### src/rtl/saed32_64x32_port_arbiter_pkg.sv
// Shared types and helpers for the SAED32 64x32 dual-port SRAM port arbiter.
// Holds the wrapper port bundle, the read-response tag and index-width helpers.
package saed32_sram_pkg;

  localparam int SRAM_AW = 6;
  localparam int SRAM_DW = 32;
  localparam int TAG_IDW = 3;

  typedef struct packed {
    logic               ce;
    logic               we;
    logic [SRAM_AW-1:0] a;
    logic [SRAM_DW-1:0] d;
    logic [SRAM_DW-1:0] wem;
  } mem_port_t;

  typedef struct packed {
    logic               valid;
    logic [TAG_IDW-1:0] id;
  } rsp_tag_t;

  function automatic int idw_f(input int n);
    if (n <= 2) begin
      return 1;
    end else begin
      return $clog2(n);
    end
  endfunction

  // An idle port drives zeros; reads never carry a write mask.
  function automatic mem_port_t make_port(input logic               ce,
                                          input logic               we,
                                          input logic [SRAM_AW-1:0] a,
                                          input logic [SRAM_DW-1:0] d,
                                          input logic [SRAM_DW-1:0] wem);
    mem_port_t p;
    p.ce  = ce;
    p.we  = ce & we;
    p.a   = ce ? a : {SRAM_AW{1'b0}};
    p.d   = ce ? d : {SRAM_DW{1'b0}};
    p.wem = (ce && we) ? wem : {SRAM_DW{1'b0}};
    return p;
  endfunction

endpackage

### src/rtl/saed32_64x32_port_arbiter_rr_find_next.sv
// Round-robin search: first set bit of mask at or after start, wrapping at NREQ.
module rr_find_next
  import saed32_sram_pkg::*;
#(
  parameter int NREQ = 4
) (
  input  logic [NREQ-1:0]           mask,
  input  logic [idw_f(NREQ)-1:0]    start,
  output logic                      found,
  output logic [idw_f(NREQ)-1:0]    idx
);

  localparam int IDW = idw_f(NREQ);

  // Scan from the farthest candidate back so the nearest one to start wins.
  always_comb begin
    found = 1'b0;
    idx   = {IDW{1'b0}};
    for (int k = NREQ - 1; k >= 0; k--) begin
      if (mask[(int'(start) + k) % NREQ]) begin
        found = 1'b1;
        idx   = IDW'((int'(start) + k) % NREQ);
      end else begin
        found = found;
      end
    end
  end

endmodule

### src/rtl/saed32_64x32_port_arbiter.sv
// Round-robin arbiter sharing both ports of the SAED32 64x32 dual-port SRAM
// wrapper between NREQ requesters, with a one-cycle tagged read return path.
module saed32_64x32_port_arbiter
  import saed32_sram_pkg::*;
#(
  parameter int NREQ = 4,
  parameter int AW   = SRAM_AW,
  parameter int DW   = SRAM_DW
) (
  input  logic                 CLK,
  input  logic                 RST,
  input  logic [NREQ-1:0]      req_valid,
  output logic [NREQ-1:0]      req_ready,
  input  logic [NREQ-1:0]      req_we,
  input  logic [NREQ*AW-1:0]   req_addr,
  input  logic [NREQ*DW-1:0]   req_wdata,
  input  logic [NREQ*DW-1:0]   req_wmask,
  output logic [NREQ-1:0]      rsp_valid,
  output logic [DW-1:0]        rsp_rdata,
  output logic                 mem_ce0,
  output logic                 mem_ce1,
  output logic                 mem_we0,
  output logic                 mem_we1,
  output logic [AW-1:0]        mem_a0,
  output logic [AW-1:0]        mem_a1,
  output logic [DW-1:0]        mem_d0,
  output logic [DW-1:0]        mem_d1,
  output logic [DW-1:0]        mem_wem0,
  output logic [DW-1:0]        mem_wem1,
  input  logic [DW-1:0]        mem_q0,
  input  logic [DW-1:0]        mem_q1
);

  localparam int IDW = idw_f(NREQ);
  localparam logic [NREQ-1:0] ONE_HOT0 = {{(NREQ-1){1'b0}}, 1'b1};

  function automatic logic [IDW-1:0] wrap_inc(input logic [IDW-1:0] i);
    if (int'(i) == NREQ - 1) begin
      return {IDW{1'b0}};
    end else begin
      return i + IDW'(1'b1);
    end
  endfunction

  logic [IDW-1:0]  rr_ptr_q, rr_ptr_d;
  logic [IDW-1:0]  g0_idx, g1_idx, g1_start;
  logic            g0_found, g1_found;
  logic [NREQ-1:0] g0_oh, g1_oh, g1_mask;
  logic            g0_we, g1_we, same_addr;
  logic [AW-1:0]   g0_addr, g1_addr;
  logic            grant0, grant1;
  mem_port_t       port0, port1;
  rsp_tag_t        tag0_d, tag0_q, tag1_d, tag1_q;
  logic [NREQ-1:0] tag0_oh, tag1_oh;

  rr_find_next #(.NREQ(NREQ)) u_find_g0 (
    .mask  (req_valid),
    .start (rr_ptr_q),
    .found (g0_found),
    .idx   (g0_idx)
  );

  rr_find_next #(.NREQ(NREQ)) u_find_g1 (
    .mask  (g1_mask),
    .start (g1_start),
    .found (g1_found),
    .idx   (g1_idx)
  );

  // Grant selection, port bundles, response tags and pointer advance.
  always_comb begin
    g0_oh     = ONE_HOT0 << g0_idx;
    g1_oh     = ONE_HOT0 << g1_idx;
    g1_mask   = req_valid & ~g0_oh;
    g1_start  = wrap_inc(g0_idx);
    g0_we     = req_we[g0_idx];
    g1_we     = req_we[g1_idx];
    g0_addr   = req_addr[int'(g0_idx)*AW +: AW];
    g1_addr   = req_addr[int'(g1_idx)*AW +: AW];
    same_addr = (g0_addr == g1_addr);

    grant0 = !RST && g0_found;
    // Port 1 needs a write on at least one side (single read-return bus) and no address overlap.
    grant1 = grant0 && g1_found && (g0_we || g1_we) && !same_addr;

    port0 = make_port(grant0, g0_we, g0_addr,
                      req_wdata[int'(g0_idx)*DW +: DW], req_wmask[int'(g0_idx)*DW +: DW]);
    port1 = make_port(grant1, g1_we, g1_addr,
                      req_wdata[int'(g1_idx)*DW +: DW], req_wmask[int'(g1_idx)*DW +: DW]);

    req_ready = (grant0 ? g0_oh : {NREQ{1'b0}}) | (grant1 ? g1_oh : {NREQ{1'b0}});

    tag0_d              = {1'b0, {TAG_IDW{1'b0}}};
    tag0_d.valid        = grant0 && !g0_we;
    tag0_d.id[IDW-1:0]  = g0_idx;
    tag1_d              = {1'b0, {TAG_IDW{1'b0}}};
    tag1_d.valid        = grant1 && !g1_we;
    tag1_d.id[IDW-1:0]  = g1_idx;

    if (grant1) begin
      rr_ptr_d = wrap_inc(g1_idx);
    end else if (grant0) begin
      rr_ptr_d = wrap_inc(g0_idx);
    end else begin
      rr_ptr_d = rr_ptr_q;
    end
  end

  // Round-robin pointer and per-port read tags.
  always_ff @(posedge CLK) begin
    if (RST) begin
      rr_ptr_q <= {IDW{1'b0}};
      tag0_q   <= {1'b0, {TAG_IDW{1'b0}}};
      tag1_q   <= {1'b0, {TAG_IDW{1'b0}}};
    end else begin
      rr_ptr_q <= rr_ptr_d;
      tag0_q   <= tag0_d;
      tag1_q   <= tag1_d;
    end
  end

  // Read return: port 0 owns the shared data bus whenever it has data.
  always_comb begin
    tag0_oh   = tag0_q.valid ? (ONE_HOT0 << tag0_q.id) : {NREQ{1'b0}};
    tag1_oh   = tag1_q.valid ? (ONE_HOT0 << tag1_q.id) : {NREQ{1'b0}};
    rsp_valid = RST ? {NREQ{1'b0}} : (tag0_oh | tag1_oh);
    if (tag0_q.valid) begin
      rsp_rdata = mem_q0;
    end else if (tag1_q.valid) begin
      rsp_rdata = mem_q1;
    end else begin
      rsp_rdata = {DW{1'b0}};
    end
  end

  assign mem_ce0  = port0.ce;
  assign mem_we0  = port0.we;
  assign mem_a0   = port0.a;
  assign mem_d0   = port0.d;
  assign mem_wem0 = port0.wem;
  assign mem_ce1  = port1.ce;
  assign mem_we1  = port1.we;
  assign mem_a1   = port1.a;
  assign mem_d1   = port1.d;
  assign mem_wem1 = port1.wem;

endmodule

### config.mk
export PLATFORM = sky130hd
export DESIGN_NAME = saed32_64x32_port_arbiter
export DESIGN_NICKNAME = d
export VERILOG_FILES = /design/src/rtl/saed32_64x32_port_arbiter_pkg.sv /design/src/rtl/saed32_64x32_port_arbiter_rr_find_next.sv /design/src/rtl/saed32_64x32_port_arbiter.sv
export SDC_FILE = /design/constraint.sdc
export NUM_CORES = 1
export LEC_CHECK = 0
export CORE_AREA = 4 4 206 208
export CTS_BUF_LIST = sky130_fd_sc_hd__clkbuf_16
export CTS_CLUSTER_DIAMETER = 200
export DETAILED_ROUTE_END_ITERATION = 8
export DIE_AREA = 0 0 210 212
export DONT_BUFFER_PORTS = 1
export GPL_TIMING_DRIVEN = 0
export PLACE_DENSITY_LB_ADDON = 0.12
export SYNTH_ARGS = -nofsm -noshare
export SYNTH_HDL_FRONTEND = slang
export SYNTH_SLANG_ARGS = --single-unit
export TNS_END_PERCENT = 1
### constraint.sdc
create_clock -name CLK -period 16 [get_ports CLK]
set_input_delay 1.6 -clock CLK [delete_from_list [all_inputs] [get_ports CLK]]
set_output_delay 1.6 -clock CLK [all_outputs]
set_load 0.02 [all_outputs]
==> impl_metrics.csv, run 1 <==
group,metric,value,unit
run_status,status,"completed",
logic_synthesis,ys_seq_elements,8,
layout,nets,1551,
routing,drcViolationCount,0,
logic_synthesis,syn_area,6820,µm²
logic_synthesis,syn_avg_cell_area,5.76,µm²
floorplan,start_util,0.168,
clock_network,cts_num_sinks,8,
sta,timing.slew.headroom,0.292,
setup_path,cp.arrival,8400,ps
sta,tightest_slew,1060,ps
logic_synthesis,syn_nets,1546,
clock_network,clock_latency,230,ps
clock_network,cts_tree,"built",
placement,place_congestion,0.870,
routing,antenna_left,0,
sta,setup_violations,0,
global_routing,grt_pass1_vias,8879,
layout,fin_cells,1720,
power,peakVddDrop,0.0000397,V
power,power_leakage,3.67,nW
sta,hold_viol,0,
logic_synthesis,synth-async-reset-ratio,0,
logic_synthesis,synth_top_area_cell,"nand2_1",
run,cap_violations,0,
setup_path,crit_path_max_fanout,11,
sta,fin_crit_sh,0.625,
logic_synthesis,synth_area_leaders,"nand2_1, mux2i_1, and3_1",
floorplan,placeableCoreArea,40600,µm²
layout,fin_area,7560,µm²
clock_network,cts.clk_slew.worst_paths,40,ps
sta,grt_setup_unrepaired,"false",
power,p_per_area,216,nW/µm²
logic_synthesis,synth_compound_area_frac,0.118,
clock_network,numCtsBuffers,3,
floorplan,die_w,210,µm
global_routing,grt.total_usage,0.199,
sta,tns,0,ps
layout,layout_commonest_cell,"nand2_1",
global_routing,grt_max_degree,12,
floorplan,die_h,212,µm
setup_path,critPathLaunchType,"primary input",
logic_synthesis,synth_xor_area_frac,0.0193,
layout,final_cell_mix,"nand2_1, nand3_1, mux2i_1, and3_1, clkbuf_1",
routing,dr.pass1.iters,5,
layout,syn2layout_area_growth,10.9,%
logic_synthesis,synth_cells,1184,
logic_synthesis,yosysTopAreaCellShare,0.236,
setup_path,required,14400,ps
layout,drive_gt1_frac,0.0396,
logic_synthesis,ys_types,63,
clock_network,cts_resized,0,
setup_path,end_kind,"primary output",
routing,totalWireLength,47.5,mm
floorplan,boundaryPins,538,
setup_path,crit_type,"in2out",
sta,layout_min_cycle_time,10000,ps
routing,vias,8867,
routing,routed_via_density,5.16,
clock_network,htree_levels,1,
sta,fmax,100,MHz
floorplan,rows,74,
logic_synthesis,synth_mux_area_frac,0.225,
sta,fin_skew,4.18,ps
logic_synthesis,ys_warn_count,0,
floorplan,fp.dieArea,44500,µm²
clock_network,clk_path_buf_depth,2,
routing,drt_iter0_drc,561,
logic_synthesis,synth_edf_count,0,
sta,maxSlewViolCount,0,
logic_synthesis,synth_top_flop_cell,"dfxtp_1",
routing,wl_per_cell,27.6,µm
clock_network,hold_buffers,0,
clock_network,post-cts-setup-buffer-count,0,
global_routing,grt_pass1_wl,66.7,mm
global_routing,grt-ovfl-total,0,
logic_synthesis,synth_seq_area_share,0.0235,
placement,place_area,7490,µm²
placement,io_buffer_count,0,
clock_network,cts-root-buf,"clkbuf_16",
min_path,min_path_type,"reg2reg",
placement,dp_hpwl,38.7,mm
placement,place_inst,1716,
logic_synthesis,synth-simple-area-share,0.524,
logic_synthesis,synth_top_family_by_area,"simple AND/OR/NAND/NOR gates",
logic_synthesis,synthAdderAreaFrac,0.0147,
global_routing,antenna_found_initial,0,
[layout make-up]
| cell class | count | area [µm²] |
|---|---|---|
| plain buffers | 110 | 480 |
| diodes | 1 | 2.50 |
| flip-flops and latches | 8 | 160 |
| fillers | 4807 | 33000 |
| clock buffers | 3 | 75.1 |
| multi-input cells | 1057 | 6140 |
| well taps | 532 | 666 |
| inverters | 9 | 36.3 |
[cells in the mapped netlist, types with 2 or more instances]
cell / count
a211o_1: 2
a211oi_1: 8
a21o_1: 2
a21oi_1: 19
a22o_1: 37
a311oi_1: 2
a31oi_1: 3
and2_1: 6
and2b_1: 2
and3_1: 133
buf_1: 9
buf_2: 12
buf_4: 4
buf_6: 5
clkbuf_1: 80
dfxtp_1: 8
ha_1: 8
inv_1: 8
mux2_2: 2
mux2i_1: 148
nand2_1: 429
nand2b_1: 2
nand3_1: 152
nand3b_1: 2
nor2_1: 16
nor2_2: 2
nor2b_1: 5
nor3_1: 4
nor4_1: 4
o211ai_1: 2
o21a_1: 2
o21ai_0: 15
o21ai_2: 2
o22ai_1: 3
or2_2: 3
or3b_2: 2
or4_1: 2
xnor2_1: 9
xor2_1: 6
[routing by layer]
layer / GRT usage / vias to the layer above / wire, µm
met2: 0.370 / 414 / 24500
met4: 0.0225 / 0 / 370
met1: 0.237 / 4309 / 18900
met5: 0 / - / 0
li1: - / 4125 / -
met3: 0.0530 / 19 / 3790
[power breakdown]
group	switching (W)	total, W	internal (W)
clock	0.00000936	0.0000415	0.0000322
combinational	0.00110	0.00156	0.000456
sequential	0.00000665	0.0000338	0.0000271
[metrics by stage]
| step | power, W | setup WS, ps | hold slack, ps | utilization |
|---|---|---|---|---|
| 2_1_floorplan | 0.00115 | 8060 | 520 | - |
| 5_1_grt | 0.00178 | 5340 | 648 | 0.186 |
| 3_5_place_dp | 0.00161 | 5720 | 589 | 0.185 |
| 4_1_cts | 0.00166 | 5690 | 595 | 0.186 |
| 6_report | 0.00163 | 6000 | 603 | 0.187 |
| 3_3_place_gp | 0.00162 | 5610 | 591 | 0.185 |
[kinds of logic (layout without fill, tap and decap cells)]
logic type | after synthesis | after routing
flops | 8 | 8
fa+ha+maj | 8 | 8
simple gates | 773 | 773
other cells | 0 | 1
buf+inv | 119 | 122
xor+xnor | 15 | 15
compound gates | 109 | 109
mux | 152 | 152
[critical path, stage by stage]
cell	delay [ps]
buf_4	150
nor2_2	50
or4_1	510
buf_2	180
nand2_2	160
buf_2	240
clkbuf_1	430
clkbuf_1	640
clkbuf_1	640
ha_1	380
inv_1	180
nand3_4	150
mux2i_2	390
o21ai_2	110
mux2_2	290
o21ai_2	70
buf_6	210
inv_4	150
mux2_4	360
a21o_1	200
a31oi_1	190
clkbuf_1	620
and3_1	440
[registers in the layout, indices dropped and copies added, names as in the netlist]
name      count
rr_ptr_q      2
tag0_q        3
tag1_q        3
[worst paths after layout]
kind | slack (ps) | end | startpoint | cells past startpoint
max | 6000 | mem_d1[25] | req_valid[3] | 23
min | 600 | rr_ptr_q[1]$_SDFFE_PP0P_ | rr_ptr_q[1]$_SDFFE_PP0P_ | 2
max reg2reg | 9090 | rr_ptr_q[0]$_SDFFE_PP0P_ | rr_ptr_q[0]$_SDFFE_PP0P_ | 24
min reg2reg | 600 | rr_ptr_q[1]$_SDFFE_PP0P_ | rr_ptr_q[1]$_SDFFE_PP0P_ | 2
No activity file was read; power rests on OpenSTA's default activity.
==> inputs of run 2 (changes only) <==
- CORE_AREA: 4 4 206 208 -> 4 4 208 210
- DIE_AREA: 0 0 210 212 -> 0 0 212 214
- clock period: 16 -> 8.4 ns (I/O delays scaled with it)
==> run 2 against run 1 <==
Against the previous run:
- design area is essentially flat
- sequential power grew 89%
- clock skew grew 0.84 ps
- combinational power grew 93%
- clock power grew 96%
- largest power group unchanged
==> impl_metrics.csv, run 2 (synthesized netlist as in run 1, its figures left out) <==
group,metric,value,unit
run_status,status,"completed",
setup_path,crit_chain,"buf_4 -> nor2_2 -> or4_1 -> buf_2 -> nand2_2 -> buf_2 -> clkbuf_1 -> clkbuf_2 -> ha_1 -> inv_1 -> nand3_4 -> mux2i_2 -> o21ai_2 -> mux2_2 -> o21ai_2 -> buf_6 -> inv_4 -> mux2_4 -> a21o_1 -> a31oi_1 -> clkbuf_1 -> and3_1",
clock_network,cts.clk_slew.worst_paths,40,ps
floorplan,start_util,0.164,
routing,dr.pass1.iters,5,
power,power_leakage,3.68,nW
power,p_per_area,417,nW/µm²
setup_path,crit_end,"mem_d1[28]",
routing,drcViolationCount,0,
placement,place_area,7500,µm²
sta,tns,0,ps
layout,fin_cells,1725,
sta,hold_viol,0,
setup_path,required,7560,ps
layout,layout_commonest_cell,"nand2_1",
floorplan,die_h,214,µm
setup_path,timing.rr.end,"rr_ptr_q[0]$_SDFFE_PP0P_",
clock_network,clk_path_buf_depth,2,
sta,setup_violations,0,
floorplan,die_w,212,µm
global_routing,grt-ovfl-total,0,
sta,maxSlewViolCount,0,
layout,drive_gt1_frac,0.0422,
layout,top_regs,"tag0_q: 3 flops, tag1_q: 3 flops, rr_ptr_q: 2 flops",
global_routing,grt_pass1_wl,67.2,mm
power,peakVddDrop,0.000114,V
routing,wl_met1,18.4,mm
routing,wl_per_cell,27.7,µm
layout,syn2layout_area_growth,11.0,%
placement,io_buffer_count,0,
clock_network,numCtsBuffers,3,
clock_network,cts_num_sinks,8,
global_routing,grt_pass1_vias,8838,
sta,grt_setup_unrepaired,"false",
setup_path,crit_family,"buffers and inverters",
placement,place_inst,1723,
routing,drt_iter0_drc,451,
floorplan,fp.dieArea,45400,µm²
setup_path,reg2reg_from,"rr_ptr_q[0]$_SDFFE_PP0P_",
routing,antenna_left,0,
routing,totalWireLength,47.8,mm
setup_path,slowest_stage,"clkbuf_2",
min_path,min_path_type,"reg2reg",
floorplan,placeableCoreArea,41600,µm²
sta,fin_crit_sh,0.938,
routing,routed_via_density,5.11,
routing,vias,8816,
clock_network,cts-root-buf,"clkbuf_16",
layout,fin_area,7570,µm²
placement,place_congestion,0.853,
global_routing,antenna_found_initial,2,
setup_path,cp.arrival,7040,ps
setup_path,regToRegSetupSlack,2040,ps
routing,wl_met3,4.54,mm
setup_path,crit_type,"in2out",
run,cap_violations,0,
setup_path,critPathBufInv,9,
sta,whs,612,ps
setup_path,r2r_cells,23,
setup_path,crit_cells,22,
routing,wl_met2,24.4,mm
sta,fin_skew,5.02,ps
layout,fillers,4946,
global_routing,grt.total_usage,0.196,
layout,final_cell_mix,"nand2_1, nand3_1, mux2i_1, and3_1, clkbuf_1",
setup_path,critPathLaunchType,"primary input",
clock_network,clock_latency,230,ps
setup_path,end_kind,"primary output",
sta,layout_min_cycle_time,7880,ps
routing,dr.max_layer_used,"met4",
layout,final_core_util,0.182,
sta,timing.slew.headroom,0.157,
floorplan,boundaryPins,538,
sta,tightest_slew,1260,ps
setup_path,crit_path_max_fanout,20,
global_routing,grt_max_degree,21,
floorplan,rows,75,
placement,dp_hpwl,38.0,mm
clock_network,cts_tree,"built",
setup_path,cp-startpoint,"req_valid[3]",
layout,nets,1549,
sta,fmax,127,MHz
clock_network,htree_levels,1,
setup_path,critPathMaxStageDelay,650,ps
## run 2: cell count changes in the layout (fill, tap and decap cells not counted), sizes merged
cell	previous run	this run
clkbuf	83	80
buf	30	31
## run 2: layer usage
layer / vias up / global-route usage
met5: - / 0
met4: 0 / 0.0210
met3: 16 / 0.0614
met2: 409 / 0.360
met1: 4284 / 0.229
li1: 4107 / -
## run 2: cell type report
cell class | instances | area, µm² | share of cell area
multi-input combinational | 1057 | 6140 | 0.812
tap | 539 | 674 | 0.0891
buffer | 108 | 477 | 0.0630
sequential | 8 | 160 | 0.0212
clock buffer | 3 | 75.1 | 0.00992
inverter | 9 | 36.3 | 0.00479
antenna | 1 | 2.50 | 0.000331
## run 2: worst min path at each step
stage	startpoint	end	cells past startpoint
global route	rr_ptr_q[1]$_SDFFE_PP0P_	rr_ptr_q[1]$_SDFFE_PP0P_	2
CTS	rr_ptr_q[1]$_SDFFE_PP0P_	rr_ptr_q[1]$_SDFFE_PP0P_	2
detailed placement	rr_ptr_q[1]$_SDFFE_PP0P_	rr_ptr_q[1]$_SDFFE_PP0P_	2
finish	rr_ptr_q[1]$_SDFFE_PP0P_	rr_ptr_q[1]$_SDFFE_PP0P_	2
global placement	rr_ptr_q[1]$_SDFFE_PP0P_	rr_ptr_q[1]$_SDFFE_PP0P_	2
floorplan	rr_ptr_q[1]$_SDFFE_PP0P_	rr_ptr_q[1]$_SDFFE_PP0P_	2
## run 2: repair_timing
item,4_1_cts,5_1_grt
endpoints found under the setup margin,71,61
gates resized for setup,3,1
setup buffers,0,0
pin swaps,0,0
hold buffers,0,0
## run 2: report_power, final
part	internal, W	leakage [nW]	switching, W
logic	0.000870	3.57	0.00214
registers	0.0000516	0.0664	0.0000124
clock network	0.0000615	0.0370	0.0000197
## run 2: per-stage QoR
stage | setup WS (ps) | power, W
after floorplan | 1980 | 0.00219
after global placement | -428 | 0.00312
after detailed placement | -395 | 0.00312
after CTS | 143 | 0.00321
after global routing | 32.1 | 0.00342
final | 521 | 0.00315
## run 2: worst reg2reg max path, stage by stage, from the launching register on
cell and delay, ps:
dfxtp_1 360, and2b_1 230, or4_1 470, buf_2 180, nand2_2 160, buf_2 260, clkbuf_1 460, clkbuf_2 650
ha_1 390, inv_1 180, nand3_4 150, mux2i_2 400, o21ai_2 110, mux2_2 290, o21ai_2 60, buf_6 220
inv_4 160, mux2_4 380, a21o_1 200, a31oi_1 180, buf_4 280, buf_4 270, a21oi_1 100, o41ai_1 70
